==> src/rtl/fifo_sync_flags.sv <==
// Single-clock FIFO with occupancy count, programmable almost-full/almost-empty
// thresholds, overflow/underflow pulses and selectable registered or FWFT output.
module fifo_sync_flags #(
    parameter int WIDTH    = 8,
    parameter int DEPTH    = 8,
    parameter int AF_LEVEL = DEPTH - 1,
    parameter int AE_LEVEL = 1,
    parameter int FWFT     = 0,
    parameter int CW       = $clog2(DEPTH + 1)
) (
    input  logic             clk,
    input  logic             rst,
    input  logic             w_en,
    input  logic             r_en,
    input  logic [WIDTH-1:0] in_data,
    output logic [WIDTH-1:0] out_data,
    output logic             full,
    output logic             empty,
    output logic             almost_full,
    output logic             almost_empty,
    output logic [CW-1:0]    count,
    output logic             overflow,
    output logic             underflow
);

    localparam int            PW         = $clog2(DEPTH);
    localparam logic [PW-1:0] PTR_LAST   = PW'(DEPTH - 1);
    localparam logic [CW-1:0] COUNT_FULL = CW'(DEPTH);
    localparam logic [CW-1:0] COUNT_AF   = CW'(AF_LEVEL);
    localparam logic [CW-1:0] COUNT_AE   = CW'(AE_LEVEL);

    logic [WIDTH-1:0] mem [DEPTH];

    logic [PW-1:0] wr_ptr_reg, wr_ptr_next;
    logic [PW-1:0] rd_ptr_reg, rd_ptr_next;
    logic [CW-1:0] count_reg, count_next;
    logic          overflow_reg, underflow_reg;
    logic          rd_acc, wr_acc;

    // Flags come straight from the count register so they move on the same edge.
    assign full         = (count_reg == COUNT_FULL);
    assign empty        = (count_reg == '0);
    assign almost_full  = (count_reg >= COUNT_AF);
    assign almost_empty = (count_reg <= COUNT_AE);
    assign count        = count_reg;
    assign overflow     = overflow_reg;
    assign underflow    = underflow_reg;

    always_comb begin
        rd_acc      = r_en && !empty;
        wr_acc      = w_en && (!full || rd_acc);
        wr_ptr_next = (wr_ptr_reg == PTR_LAST) ? '0 : wr_ptr_reg + PW'(1);
        rd_ptr_next = (rd_ptr_reg == PTR_LAST) ? '0 : rd_ptr_reg + PW'(1);
        count_next  = count_reg;
        case ({wr_acc, rd_acc})
            2'b10:   count_next = count_reg + CW'(1);
            2'b01:   count_next = count_reg - CW'(1);
            default: count_next = count_reg;
        endcase
    end

    always_ff @(posedge clk) begin
        if (rst) begin
            wr_ptr_reg    <= '0;
            rd_ptr_reg    <= '0;
            count_reg     <= '0;
            overflow_reg  <= 1'b0;
            underflow_reg <= 1'b0;
        end else begin
            if (wr_acc) wr_ptr_reg <= wr_ptr_next;
            if (rd_acc) rd_ptr_reg <= rd_ptr_next;
            count_reg     <= count_next;
            overflow_reg  <= w_en && !wr_acc;
            underflow_reg <= r_en && !rd_acc;
        end
    end

    // Storage is never cleared; reset only rewinds the pointers.
    always_ff @(posedge clk) begin
        if (wr_acc && !rst) begin
            mem[wr_ptr_reg] <= in_data;
        end
    end

    generate
        if (FWFT != 0) begin : g_fwft
            assign out_data = mem[rd_ptr_reg];
        end else begin : g_registered
            logic [WIDTH-1:0] out_data_reg;
            always_ff @(posedge clk) begin
                if (rst) begin
                    out_data_reg <= '0;
                end else if (rd_acc) begin
                    out_data_reg <= mem[rd_ptr_reg];
                end
            end
            assign out_data = out_data_reg;
        end
    endgenerate

endmodule

==> config.mk <==
export PLATFORM = sky130hd
export DESIGN_NAME = fifo_sync_flags
export DESIGN_NICKNAME = d
export VERILOG_FILES = /design/src/rtl/fifo_sync_flags.sv
export SDC_FILE = /design/constraint.sdc
export NUM_CORES = 1
export LEC_CHECK = 0
export CORE_ASPECT_RATIO = 0.6
export CORE_MARGIN = 5
export CORE_UTILIZATION = 40
export CTS_CLUSTER_DIAMETER = 50
export DETAILED_ROUTE_END_ITERATION = 6
export PLACE_DENSITY = 0.71
export SETUP_SLACK_MARGIN = 0.15
export SYNTH_ARGS = -nofsm -noshare
export SYNTH_HDL_FRONTEND = slang
export SYNTH_SLANG_ARGS = --single-unit
==> constraint.sdc <==
create_clock -name clk -period 2.9 [get_ports clk]
set_input_delay 0.87 -clock clk [delete_from_list [all_inputs] [get_ports clk]]
set_output_delay 0.87 -clock clk [all_outputs]
set_load 0.01 [all_outputs]
Word-level counts from Yosys, hierarchy flattened
Memory sizes are Yosys's and may differ from the RTL's. A register that Yosys moved wholly into a read port is not among the register bits.
Index checks and enable logic that the tools add are counted.

cells by class
  add/sub/neg operators = 4
  order comparisons = 2
  eq/ne operators = 5
  mux-type cells = 5
  reduce and logical (&&, ||, !) cells = 13

operators with widths
  cell                   number
  $pmux W4 S2            1
  $add A3 B1 Y3 const B  2
  $eq A3 B3 Y1 const B   2
  $mux W3                2
  $logic_and A1 B1 Y1    5
  $logic_not A1 Y1       5
  $add A4 B1 Y4 const B  1
  $eq A4 B4 Y1 const B   1
  $ge A4 B3 Y1 const B   1
  $le A4 B1 Y1 const B   1
  $logic_not A4 Y1       1
  $sub A4 B1 Y4 const B  1
  $eq A2 B1 Y1 const B   1
  $eq A2 B2 Y1 const B   1
  $mux W1                2
  $reduce_bool A2 Y1     1
  $logic_or A1 B1 Y1     1

word-level totals
  register bits = 12
  RAM bits = 64
  input port bits = 12
  output and inout port bits = 18
  logic and storage cells = 35
  memories = 1

memory list
  name  depth  width  read ports  clocked after Yosys merged registers in  write ports  line  source
  mem   8      8      1           1                                        1            32    logic [WIDTH-1:0] mem [DEPTH];

Depth between registers and ports, before layout
Gate-level depths: netlist of the first run.

  word-level depth = 8
  gate-level depth with buffers = 7
  gate-level depth less buffers = 6

Least setup slack after synthesis of the first run
No wires, ideal clock.

  path kind = input to register
  start = input r_en
  end = memory mem[0][0], enable pin
  library setup time = 383 ps
  data arrival time = 1934 ps
  required time = 2517 ps
  setup slack = 583 ps
  stages = 4
  path buffers = 0
  path through = nand4bb_1 > and3_1 > nand2b_1 > nor3_1

between the ends
  cells in the longest elaborated chain, start to end = 6

RTL lines
  what                           line  source
  start: declaration             14    input logic r_en,
  $logic_and A1 B1 Y1            50    rd_acc = r_en && !empty;
  $logic_or A1 B1 Y1             51    wr_acc = w_en && (!full || rd_acc);
  $logic_and A1 B1 Y1            51
  $logic_and A1 B1 Y1            80    if (wr_acc && !rst) begin
  $mux W1                        80
  $mux W1 (not written as such)  81    mem[wr_ptr_reg] <= in_data;
  end: declaration               32

Every way passes these cells.

Worst setup path after layout of the first run
  start = register count_reg[1], in the netlist count[1]
  end = output almost_full

between the ends
  cells in the longest elaborated chain, start to end = 1

RTL lines
  what                      line  source
  start: declaration        36    logic [CW-1:0] count_reg, count_next;
  start signal: assignment  72    count_reg <= count_next;
  $ge A4 B3 Y1              43    assign almost_full = (count_reg >= COUNT_AF);
  end: declaration          19    output logic almost_full,

Every way passes these cells.

==> results.py, run 1 <==
metrics = {
    "yosys": {
        "synth_compound_area_share_pct": 9.35,
        "synth_xor_area_share_pct": 0.250,
        "synth.most_common_cell": "edfxtp_1",
        "synth-edff-count": 64,
        "synth_commonest_cells": "edfxtp_1 (64), mux2i_1 (32), nor2_1 (21)",
        "netlist_instances": 261,
        "synth_top_family_by_area": "simple AND/OR/NAND/NOR gates",
        "syn_area_um2": 3510,
        "netlist.area_leader.share_pct": 54.8,
        "synth_seq_cells": 84,
        "yosys-mux-area-fraction_pct": 9.46,
        "yosysTopAreaCell": "edfxtp_1",
        "synth.distinct_cells": 40,
        "synthFlopType": "edfxtp_1",
        "synthTopCellsByArea": "edfxtp_1 (55%), dfxtp_1 (11%), mux2i_1 (9.1%), a22oi_1 (3.4%), ha_1 (2.5%)",
        "syn_area_per_cell_um2": 13.4,
        "yosys_warnings": 0,
        "synthAdderAreaFrac_pct": 2.50,
        "ys_seq_area_share_pct": 66.2,
        "syn_nets": 280,
        "synthSimpleGateAreaFrac_pct": 10.0,
        "async_flop_share_pct": 0,
    },
    "routing": {
        "ant_nets": 0,
        "drt_iter0_drc": 230,
        "num_vias": 2233,
        "vias_per_cell": 5.28,
        "routed_wl_um": 7130,
        "first_pass_iters": 4,
        "drc": 0,
        "wl_per_cell_um": 16.9,
    },
    "setup_path": {
        "critPathKind": "flop to output port",
        "path_cells": "ha_1, a21o_1, clkdlybuf4s50_1",
        "cp.required_ns": 2.03,
        "crit_family": "buffers and inverters",
        "slowest_delay_ns": 0.53,
        "start_kind": "flop",
        "rrSetupSlack_ns": 1.01,
        "crit_buf_inv": 1,
        "end_kind": "output port",
        "crit_fanout": 6,
        "cp_slowest_cell": "clkdlybuf4s50_1",
        "worstPathArrival_ns": 1.70,
    },
    "pwr": {
        "p_sw_share_pct": 25.0,
        "comb_power_share_pct": 20.0,
        "finalPower_uw": 3420,
        "seq_power_share_pct": 42.1,
        "p_leak_uw": 0.00152,
        "ir_drop_mv": 0.378,
        "pwr-share-clk_pct": 37.8,
        "power.density_nw_per_um2": 781,
        "power_switching_uw": 854,
        "internal-power_uw": 2560,
    },
    "clocking": {
        "clock-sinks": 84,
        "cts_buffer_depth": 2,
        "cts.clk_slew.worst_paths_ns": 0.06,
        "h-tree-depth": 3,
        "post_cts_buffers": 0,
        "cts_tree": "built",
        "insertion_delay_ns": 0.33,
        "cts_buffers": 9,
        "root_buffer": "clkbuf_16",
    },
    "sta": {
        "hold_viol_final": 0,
        "fmax_ghz": 0.388,
        "fin_ws_ns": 0.325,
        "worst_pin_slew_ns": 0.656,
        "drv_slew": 0,
        "setup_violations": 0,
        "slew_headroom_pct": 56.2,
        "finalSetupTns_ns": 0,
        "finalCritPeriodShare_pct": 88.8,
        "post-route-min-period_ns": 2.57,
        "rsz0062_at_grt": "no",
        "fin_worst_hold_slack_ns": 0.505,
        "finalClockSkew_ns": 0.00564,
    },
    "grt": {
        "grt_pass1_vias": 2191,
        "antenna_found_initial": 0,
        "grt_use_total_pct": 14.8,
        "grt_start_max_net_pins": 17,
        "grt-ovfl-total": 0,
        "grt_pass1_wl_um": 11400,
    },
    "floorplan": {
        "rows": 26,
        "initial_core_util_pct": 41.1,
        "die_w_um": 131,
        "die_y_um": 82.5,
        "design.die.area_um2": 10800,
        "core_um2": 8520,
        "io_pins": 30,
    },
    "flow_run": {
        "cap_violations": 0,
    },
    "layout": {
        "largest_reg_flops": 64,
        "diodes": 0,
        "area_growth_pct": 24.8,
        "utilization_pct": 51.3,
        "drive_above_1_share_pct": 12.5,
        "fin_nets": 325,
        "n_fill_cell": 745,
    },
    "min_path": {
        "hold_path_class": "flop to flop",
    },
    "place": {
        "gp_congestion": 0.886,
        "numPortBuffers": 29,
        "dp_slack_ns": 0.183,
        "hpwl_um": 5030,
    },
    "status": {
        "outcome": "finished, final reports clean",
    },
}
==> worst min-delay path, stage by stage, from the launching register on <==
cell     delay (ns)
dfxtp_1        0.34
nand2_1        0.07
a21oi_1        0.05
==> path summary, 6_finish.rpt <==
kind	start	depth (start not counted)	to
max	count[1]$_SDFFE_PP0P_	3	almost_full
max reg2reg	count[1]$_SDFFE_PP0P_	7	mem[0][1]$_DFFE_PP_
min reg2reg	wr_ptr_reg[1]$_SDFFE_PP0P_	2	wr_ptr_reg[1]$_SDFFE_PP0P_
min	wr_ptr_reg[1]$_SDFFE_PP0P_	2	wr_ptr_reg[1]$_SDFFE_PP0P_
==> per-layer routing <==
metal,GRT usage [%],wire [um]
met2,20.2,3140
met5,0,0
met3,6.23,486
met1,20.4,3360
met4,6.78,148
==> power groups by stage <==
stage	Combinational (uW)	Clock (uW)	Sequential, uW
CTS	693	1320	1440
global placement	671	0	1460
detailed placement	679	0	1470
finish	684	1290	1440
floorplan	380	0	1460
global route	755	1380	1450
==> cells by family (layout without fill, tap and decap cells) <==
| logic type | after synthesis | after routing |
|---|---|---|
| muxes | 33 | 33 |
| and+or+nand+nor | 68 | 68 |
| buffers and inverters | 17 | 67 |
| DFF | 84 | 84 |
| xor gates and xnor gates | 1 | 1 |
| adders and majority gates | 7 | 7 |
| AOI/OAI and AO/OA | 51 | 51 |
==> cells in the final DEF (no fill, tap or decap), types with 2 or more instances in the layout <==
cell type,synthesis,routed
a21oi_1,17,17
a22oi_1,16,16
and3_1,3,3
buf_4,1,19
bufinv_16,0,3
clkbuf_16,0,9
clkdlybuf4s50_1,0,26
clkinv_2,0,2
dfxtp_1,20,19
dlymetal6s2s_1,0,2
edfxtp_1,64,64
ha_1,7,6
inv_1,3,2
mux2i_1,32,32
nand2_1,13,13
nand2b_1,6,6
nand3_1,4,4
nor2_1,21,21
nor2b_1,4,4
nor3_1,4,4
o21ai_0,9,9
or3_1,4,4
==> per-stage QoR <==
step                area [um^2]  std cells
finish                     4370        423
global route               4370        423
CTS                        4370        423
detailed placement         4020        407
global placement           4020        407
floorplan                  3510        261
==> timing repair <==
item / 4_1_cts / 5_1_grt
cloned: 0 / 0
endpoints found under the setup margin: 3 / 2
hold buffers: 0 / 0
resized for setup: 4 / 2
pin swaps: 0 / 0
==> layout make-up <==
cell class | instances | area, um^2 | share of cell area (%)
Sequential cell | 84 | 2320 | 53.1
Inverter | 3 | 11.3 | 0.257
Multi-Input combinational cell | 160 | 1120 | 25.6
Tap cell | 112 | 140 | 3.20
Timing Repair Buffer | 48 | 437 | 9.98
Clock inverter | 5 | 100 | 2.29
Clock buffer | 11 | 243 | 5.55
No activity file was read; power rests on OpenSTA's default activity.
==> run 2, diff against run 1 <==
Settings changed: HOLD_SLACK_MARGIN set to 0.12, PLACE_DENSITY 0.71 to 0.73.
Clock period 2.9 ns to 2.3 ns, I/O delays scaled along.
==> run 2 against run 1 <==
Net effect:
- routed wire length rose by 3.0%
- non-clock buffer count grew 8
- global-route usage is 0.065 points higher
- highest routed layer unchanged
- critical path type unchanged
==> results.py, run 2 (synthesis results as in run 1) <==
metrics = {
    "floorplan": {
        "io_pins": 30,
        "initial_core_util_pct": 41.1,
        "core_um2": 8520,
        "design.die.area_um2": 10800,
        "die_y_um": 82.5,
        "die_w_um": 131,
        "rows": 26,
    },
    "clocking": {
        "cts_tree": "built",
        "cts.clk_slew.worst_paths_ns": 0.06,
        "cts_buffer_depth": 2,
        "clock-sinks": 84,
        "insertion_delay_ns": 0.34,
        "post_cts_buffers": 0,
        "h-tree-depth": 3,
        "root_buffer": "clkbuf_16",
        "holdBufCountCts": 0,
        "cts_buffers": 9,
    },
    "pwr": {
        "ir_drop_mv": 0.426,
        "power.density_nw_per_um2": 949,
        "p_sw_share_pct": 26.7,
        "internal-power_uw": 3080,
        "pwr-share-clk_pct": 34.0,
        "comb_power_share_pct": 22.8,
        "seq_power_share_pct": 43.2,
        "power_switching_uw": 1120,
        "p_leak_uw": 0.00154,
    },
    "grt": {
        "grt_use_total_pct": 14.9,
        "grt_pass1_vias": 2268,
        "antenna_found_initial": 0,
        "grt_pass1_wl_um": 11600,
        "top_usage_layer": "met2",
        "grt_start_max_net_pins": 22,
        "met1_usage_pct": 19.8,
        "gr-usage-met3_pct": 5.01,
        "grt-ovfl-total": 0,
        "met2_usage_pct": 23.5,
    },
    "setup_path": {
        "start_kind": "flop",
        "end_kind": "output port",
        "critPathKind": "flop to output port",
        "slowest_delay_ns": 0.54,
        "cp.required_ns": 1.61,
        "path_cells": "buf_4, clkdlybuf4s50_1",
        "cp_slowest_cell": "clkdlybuf4s50_1",
        "crit_fanout": 6,
        "worstPathArrival_ns": 1.38,
    },
    "sta": {
        "post-route-min-period_ns": 2.07,
        "finalClockSkew_ns": 0.00557,
        "fin_worst_hold_slack_ns": 0.517,
        "slew_headroom_pct": 53.8,
        "finalCritPeriodShare_pct": 90.0,
        "setup_violations": 0,
        "drv_slew": 0,
        "rsz0062_at_grt": "no",
        "worst_pin_slew_ns": 0.691,
        "fmax_ghz": 0.483,
        "hold_viol_final": 0,
    },
    "routing": {
        "routed_wl_um": 7350,
        "num_vias": 2244,
        "ant_nets": 0,
        "vias_per_cell": 5.21,
        "drt_iter0_drc": 119,
        "wl_per_cell_um": 17.1,
        "first_pass_iters": 4,
        "drc": 0,
    },
    "layout": {
        "drive_above_1_share_pct": 18.2,
        "area_growth_pct": 26.2,
        "design_area_um2": 4420,
        "final_common_cell": "edfxtp_1",
        "fin_nets": 333,
        "n_fill_cell": 728,
        "mostFrequentLayoutCells": "edfxtp_1 (64), mux2i_1 (32), buf_4 (25)",
        "diodes": 0,
        "largest_reg_flops": 64,
    },
    "place": {
        "dpl-instance-area_um2": 4110,
        "gp_congestion": 0.747,
        "numPortBuffers": 29,
        "hpwl_um": 5060,
    },
    "min_path": {
        "hold_path_class": "flop to flop",
    },
    "status": {
        "outcome": "finished, final reports clean",
    },
    "flow_run": {
        "cap_violations": 0,
    },
}
==> run 2: cell count changes in the layout (fill, tap and decap cells not counted), moves of 3 or more <==
cell,change
buf_4,+6
clkbuf_2,+3
dfxtp_2,+3
dfxtp_1,-3
==> run 2: worst max-delay path: cells and delay by family, from the launching register on <==
family / cells / cell delay, ns
DFF: 1 / 0.35
buffers and inverters: 2 / 0.69
==> run 2: metal layers <==
metal | up-vias | wire [um]
li1 | 1091 | -
met3 | 10 | 465
met4 | 0 | 78
met2 | 45 | 3360
met1 | 1098 | 3450
met5 | - | 0
==> run 2: final cells by class <==
type                            count  area [um^2]  share of cell area [%]
Tap cell                          112          140                    3.17
Clock inverter                      6         63.8                    1.44
Multi-Input combinational cell    160         1140                    25.7
Sequential cell                    84         2330                    52.6
Clock buffer                       10          239                    5.40
Inverter                            3         11.3                   0.255
Timing Repair Buffer               56          505                    11.4
==> run 2: worst paths after layout <==
check	cells after the start	startpoint	slack (ns)	end
max	2	count[0]$_SDFFE_PP0P_	0.23	count[0]
min reg2reg	2	wr_ptr_reg[1]$_SDFFE_PP0P_	0.52	wr_ptr_reg[1]$_SDFFE_PP0P_
min	2	wr_ptr_reg[1]$_SDFFE_PP0P_	0.52	wr_ptr_reg[1]$_SDFFE_PP0P_
max reg2reg	8	count[0]$_SDFFE_PP0P_	0.44	mem[6][2]$_DFFE_PP_
==> run 2: timing repair <==
item                                    4_1_cts  5_1_grt
gates resized for setup                      11        9
pin swaps                                     0        0
gates cloned                                  0        0
endpoints found under the setup margin        6        6
==> run 2: through the flow <==
| stage | setup TNS, ns | utilization, % | power, uW | setup slack [ns] | std cells |
|---|---|---|---|---|---|
| after global placement | -0.655 | 48.2 | 2780 | -0.107 | 415 |
| after detailed placement | -4.13 | 48.2 | 2790 | -0.144 | 415 |
| after CTS | 0 | 52.0 | 4240 | 0.152 | 431 |
| final | 0 | 51.9 | 4200 | 0.230 | 431 |
| after global routing | 0 | 51.9 | 4400 | 0.153 | 431 |
| after floorplan | 0 | - | 2320 | 0.232 | 261 |
==> run 2: power groups by stage <==
stage / Sequential (uW) / Combinational [uW] / Clock, uW
final: 1810 / 959 / 1430
after floorplan: 1840 / 480 / 0
after CTS: 1810 / 963 / 1460
after global routing: 1830 / 1050 / 1520
after detailed placement: 1840 / 956 / 0
after global placement: 1840 / 942 / 0
